--- config.mk ---
export PLATFORM = sky130hd
export DESIGN_NAME = sha_simple_core
export DESIGN_NICKNAME = d
export VERILOG_FILES = /design/src/rtl/sha_simple_core.sv
export SDC_FILE = /design/constraint.sdc
export NUM_CORES = 2
export LEC_CHECK = 0
export CAP_MARGIN = 25
export CORE_ASPECT_RATIO = 1.25
export CORE_MARGIN = 5
export CORE_UTILIZATION = 40
export DETAILED_ROUTE_END_ITERATION = 10
export PLACE_DENSITY = 0.6
export SETUP_SLACK_MARGIN = 0.05
export SYNTH_ARGS = -nofsm -noshare
export SYNTH_HDL_FRONTEND = slang
export SYNTH_SLANG_ARGS = --single-unit
--- constraint.sdc ---
create_clock -name clk -period 17.5 [get_ports clk]
set_input_delay 5.25 -clock clk [delete_from_list [all_inputs] [get_ports clk]]
set_output_delay 5.25 -clock clk [all_outputs]
set_load 0.005 [all_outputs]
--- src/rtl/sha_simple_core.sv ---
// Iterative SHA-256 compression core: one round per clock, 64 rounds per block,
// free-running round counter with chaining value carried across blocks.
module sha_simple_core (
  input  logic         clk,
  input  logic         rst,
  input  logic [31:0]  M,
  output logic [255:0] hash
);

  localparam logic [31:0] IV [8] = '{
    32'h6a09e667, 32'hbb67ae85, 32'h3c6ef372, 32'ha54ff53a,
    32'h510e527f, 32'h9b05688c, 32'h1f83d9ab, 32'h5be0cd19
  };

  localparam logic [31:0] K_ROM [64] = '{
    32'h428a2f98, 32'h71374491, 32'hb5c0fbcf, 32'he9b5dba5, 32'h3956c25b, 32'h59f111f1, 32'h923f82a4, 32'hab1c5ed5,
    32'hd807aa98, 32'h12835b01, 32'h243185be, 32'h550c7dc3, 32'h72be5d74, 32'h80deb1fe, 32'h9bdc06a7, 32'hc19bf174,
    32'he49b69c1, 32'hefbe4786, 32'h0fc19dc6, 32'h240ca1cc, 32'h2de92c6f, 32'h4a7484aa, 32'h5cb0a9dc, 32'h76f988da,
    32'h983e5152, 32'ha831c66d, 32'hb00327c8, 32'hbf597fc7, 32'hc6e00bf3, 32'hd5a79147, 32'h06ca6351, 32'h14292967,
    32'h27b70a85, 32'h2e1b2138, 32'h4d2c6dfc, 32'h53380d13, 32'h650a7354, 32'h766a0abb, 32'h81c2c92e, 32'h92722c85,
    32'ha2bfe8a1, 32'ha81a664b, 32'hc24b8b70, 32'hc76c51a3, 32'hd192e819, 32'hd6990624, 32'hf40e3585, 32'h106aa070,
    32'h19a4c116, 32'h1e376c08, 32'h2748774c, 32'h34b0bcb5, 32'h391c0cb3, 32'h4ed8aa4a, 32'h5b9cca4f, 32'h682e6ff3,
    32'h748f82ee, 32'h78a5636f, 32'h84c87814, 32'h8cc70208, 32'h90befffa, 32'ha4506ceb, 32'hbef9a3f7, 32'hc67178f2
  };

  function automatic logic [31:0] ror(input logic [31:0] x, input int n);
    return (x >> n) | (x << (32 - n));
  endfunction

  logic [31:0] r_h [8];   // chaining value H0..H7
  logic [31:0] r_v [8];   // working variables a..h
  logic [31:0] r_w [16];  // r_w[15] = W_{t-1}, r_w[0] = W_{t-16}
  logic [5:0]  r_t;

  logic [31:0] w_sched, w_wt, w_t1, w_t2, w_ch, w_maj, w_s0, w_s1;
  logic [31:0] w_nv   [8];
  logic [31:0] w_hsum [8];

  always_comb begin
    w_s0    = ror(r_w[1], 7) ^ ror(r_w[1], 18) ^ (r_w[1] >> 3);
    w_s1    = ror(r_w[14], 17) ^ ror(r_w[14], 19) ^ (r_w[14] >> 10);
    w_sched = w_s1 + r_w[9] + w_s0 + r_w[0];
    w_wt    = (r_t < 6'd16) ? M : w_sched;

    w_ch  = (r_v[4] & r_v[5]) ^ (~r_v[4] & r_v[6]);
    w_maj = (r_v[0] & r_v[1]) ^ (r_v[0] & r_v[2]) ^ (r_v[1] & r_v[2]);
    w_t1  = r_v[7] + (ror(r_v[4], 6) ^ ror(r_v[4], 11) ^ ror(r_v[4], 25))
            + w_ch + K_ROM[r_t] + w_wt;
    w_t2  = (ror(r_v[0], 2) ^ ror(r_v[0], 13) ^ ror(r_v[0], 22)) + w_maj;

    w_nv[0] = w_t1 + w_t2;
    w_nv[1] = r_v[0];
    w_nv[2] = r_v[1];
    w_nv[3] = r_v[2];
    w_nv[4] = r_v[3] + w_t1;
    w_nv[5] = r_v[4];
    w_nv[6] = r_v[5];
    w_nv[7] = r_v[6];

    for (int i = 0; i < 8; i++) w_hsum[i] = r_h[i] + w_nv[i];
  end

  always_ff @(posedge clk or negedge rst) begin
    if (!rst) begin
      for (int i = 0; i < 8; i++) begin
        r_h[i] <= IV[i];
        r_v[i] <= IV[i];
      end
      for (int i = 0; i < 16; i++) r_w[i] <= '0;
      r_t <= '0;
    end else begin
      r_t <= r_t + 6'd1;
      for (int i = 0; i < 15; i++) r_w[i] <= r_w[i + 1];
      r_w[15] <= w_wt;
      // Last round folds into H and seeds the next block's round 0 with no bubble
      if (r_t == 6'd63) begin
        for (int i = 0; i < 8; i++) begin
          r_h[i] <= w_hsum[i];
          r_v[i] <= w_hsum[i];
        end
      end else begin
        for (int i = 0; i < 8; i++) r_v[i] <= w_nv[i];
      end
    end
  end

  assign hash = {r_h[0], r_h[1], r_h[2], r_h[3], r_h[4], r_h[5], r_h[6], r_h[7]};

endmodule

==> flow_summary.yaml <==
status:
  status: "finished clean"
floorplanning:
  die_width_um: 356
  floorplan.initialDensity: 0.403
  core_area_um2: 148000
  die_area_um2: 157000
  num_rows: 158
  fp.dieH_um: 442
  pin_count: 290
cells_and_area:
  seq_area_um2: 26100
  drive_gt1_frac: 0.0914
  syn_to_final_growth_pct: 15.0
  nets: 6918
  nFillCells: 13900
  multi_input_area_um2: 31200
  fin_area_um2: 68800
yosys:
  ys_ff_latch: 1030
  yosys.area.top_type_share: 0.317
  yosys.area.top_type: "dfrtp_1"
  synth_nets: 6692
  synthTopCellsByCount: "nand2_1 (1,020), dfrtp_1 (758), inv_1 (432), ha_1 (402), xnor2_1 (369)"
  synth_warnings: 0
  synth_most_common_cell: "nand2_1"
  synth-main-ff-cell: "dfrtp_1"
  synth_edf_count: 0
  async_reset_ff_frac: 1.00
  synth_cell_types: 88
  synthCells: 6060
  ys_top_cells_by_area: "dfrtp_1 (32%), dfstp_2 (12%), ha_1 (8.4%)"
  avgSynthCellArea_um2: 9.86
  syn_area_um2: 59800
  seq_area_frac_synth: 0.437
clocking:
  clock-sinks: 1030
  cts_root_buf: "clkbuf_16"
  cts.clk_slew.worst_paths_ps: 70
  post_cts_buffers: 0
  clock_latency_ps: 770
  numCtsBuffers: 108
  hold_buffers: 0
  cts_tree: "done"
  post_cts_resized: 0
  clk_path_buf_depth: 3
  cts_max_level: 3
setup_path:
  crit_path_top_delay_cell: "o31ai_1"
  cp-startpoint: "M[1]"
  max_stage_delay_ps: 650
  rrSetupSlack_ps: 4270
  worst_ep_required_time_ps: 18120
  regToRegStartpoint: "r_w[468]"
  arrival_ps: 14540
  critPathKind: "in2reg"
  reg2regPathDepth: 47
  cp_max_fo: 4
  reg2reg_to: "hash[255]"
  crit_top_cell: "inv_1"
  endpoint_kind: "flip-flop"
  cp-start-kind: "primary input"
timing:
  tns_ps: 0
  setup_viol: 0
  hold_violations: 0
  min_period_ps: 13920
  fmax_mhz: 71.8
  finClkSkew_ps: 68.8
  slew_headroom: 0.170
  fin_crit_sh: 0.796
  tightest_slew_ps: 1240
  rsz0062_at_grt: "no"
  slew_viol_final: 0
grt:
  grt_pass1_wl_um: 319000
  grt_max_degree: 205
  antenna_found_initial: 3
  grt_overflow: 0
  gr-usage-all-layers: 0.278
  first_global_vias: 46400
routing:
  dr.first_iter.drc_count: 3323
  drtPass1Iterations: 6
  wl_per_cell_um: 26.4
  drc: 0
  wl_um: 221000
  via_per_inst: 5.39
  via_count: 45300
  antenna_left: 0
min_path:
  hp-start: "r_w[267]"
  hold_depth: 0
  worstHoldEndpoint: "r_w[299]"
  hold_class: "reg2reg"
placement:
  hpwl_um: 174000
  gp_congestion: 0.988
  place_area_um2: 64800
  port_buffers: 289
job:
  cap_violations: 0
[worst max-delay path: cells and delay by family]
| family | cells | cell delay [ps] |
|---|---|---|
| adders and majority gates | 8 | 3340 |
| and+or+nand+nor | 8 | 850 |
| xor gates and xnor gates | 4 | 1160 |
| AOI/OAI and AO/OA | 15 | 2950 |
| buffers and inverters | 7 | 940 |
[sequential cells by signal, indices dropped and copies added, names as in the netlist]
| signal | cells |
|---|---|
| r_v | 256 |
| r_w | 512 |
| r_t | 6 |
| hash | 256 |
[kinds of logic after synthesis]
group           share of synthesized area
xor+xnor                           0.0827
flops                               0.437
compound gates                      0.149
mux                                0.0110
buf+inv                            0.0412
fa+ha+maj                           0.150
simple gates                        0.129
[layer usage]
metal  global-route usage  vias to the layer above  routed length [um]
li1                     -                    20900                   -
met3               0.0455                      534               11100
met1                0.304                    22400               80300
met2                0.493                     1418              112000
met5                    0                        -                   0
met4                0.185                        0               18000
[how the worst max path moves through the flow]
stage                endpoint  slack [ps]  cells past startpoint
finish              hash[255]        3580                     42
global route        hash[255]        3060                     41
CTS                 hash[255]        3690                     38
detailed placement  hash[255]        2880                     38
global placement    hash[255]        2880                     41
floorplan            r_v[127]        4650                     42
[final cells by class]
class,count,area share
diodes,10,0.000364
multi-input cells,4374,0.454
repair buffers,337,0.0490
well taps,2000,0.0364
clock buffers,155,0.0458
inverters,435,0.0237
flip-flops and latches,1030,0.380
clock inverters,50,0.0107
[layout by cell type, fill, tap and decap left out, types with 12 or more instances in the layout]
cell and count:
o31ai_1 27, xnor2_1 369, clkbuf_8 27, and2_1 14, nand2_1 1020, a21o_1 322, o21bai_1 34, nor2b_1 48
a211oi_1 66, clkdlybuf4s50_1 288, nand4_1 16, ha_1 402, mux2_2 31, clkbuf_16 108, a21oi_1 343, dfrtp_1 755
mux2i_1 24, inv_1 432, o21ai_1 32, nand3_1 83, nor3_1 96, clkbuf_1 20, nor2_1 313, buf_4 41
o21a_1 83, o211ai_1 33, clkinvlp_4 12, or3_1 36, a31oi_1 44, nor3b_1 17, nand2b_1 61, and3_1 30
fa_1 196, xor2_1 193, clkinv_2 12, o21ai_0 247, dfstp_2 272
[metrics by stage]
stage / worst slack (ps) / utilization / hold slack (ps) / std cells
global route: 3060 / 0.463 / 339 / 8389
detailed placement: 2880 / 0.436 / 335 / 8173
CTS: 3690 / 0.462 / 324 / 8378
global placement: 2880 / 0.436 / 331 / 8172
finish: 3580 / 0.463 / 322 / 8391
floorplan: 4650 / - / 331 / 6060
Power is not shown: default switching activity piles up to over one toggle a cycle in this logic, so the estimate is an artifact.
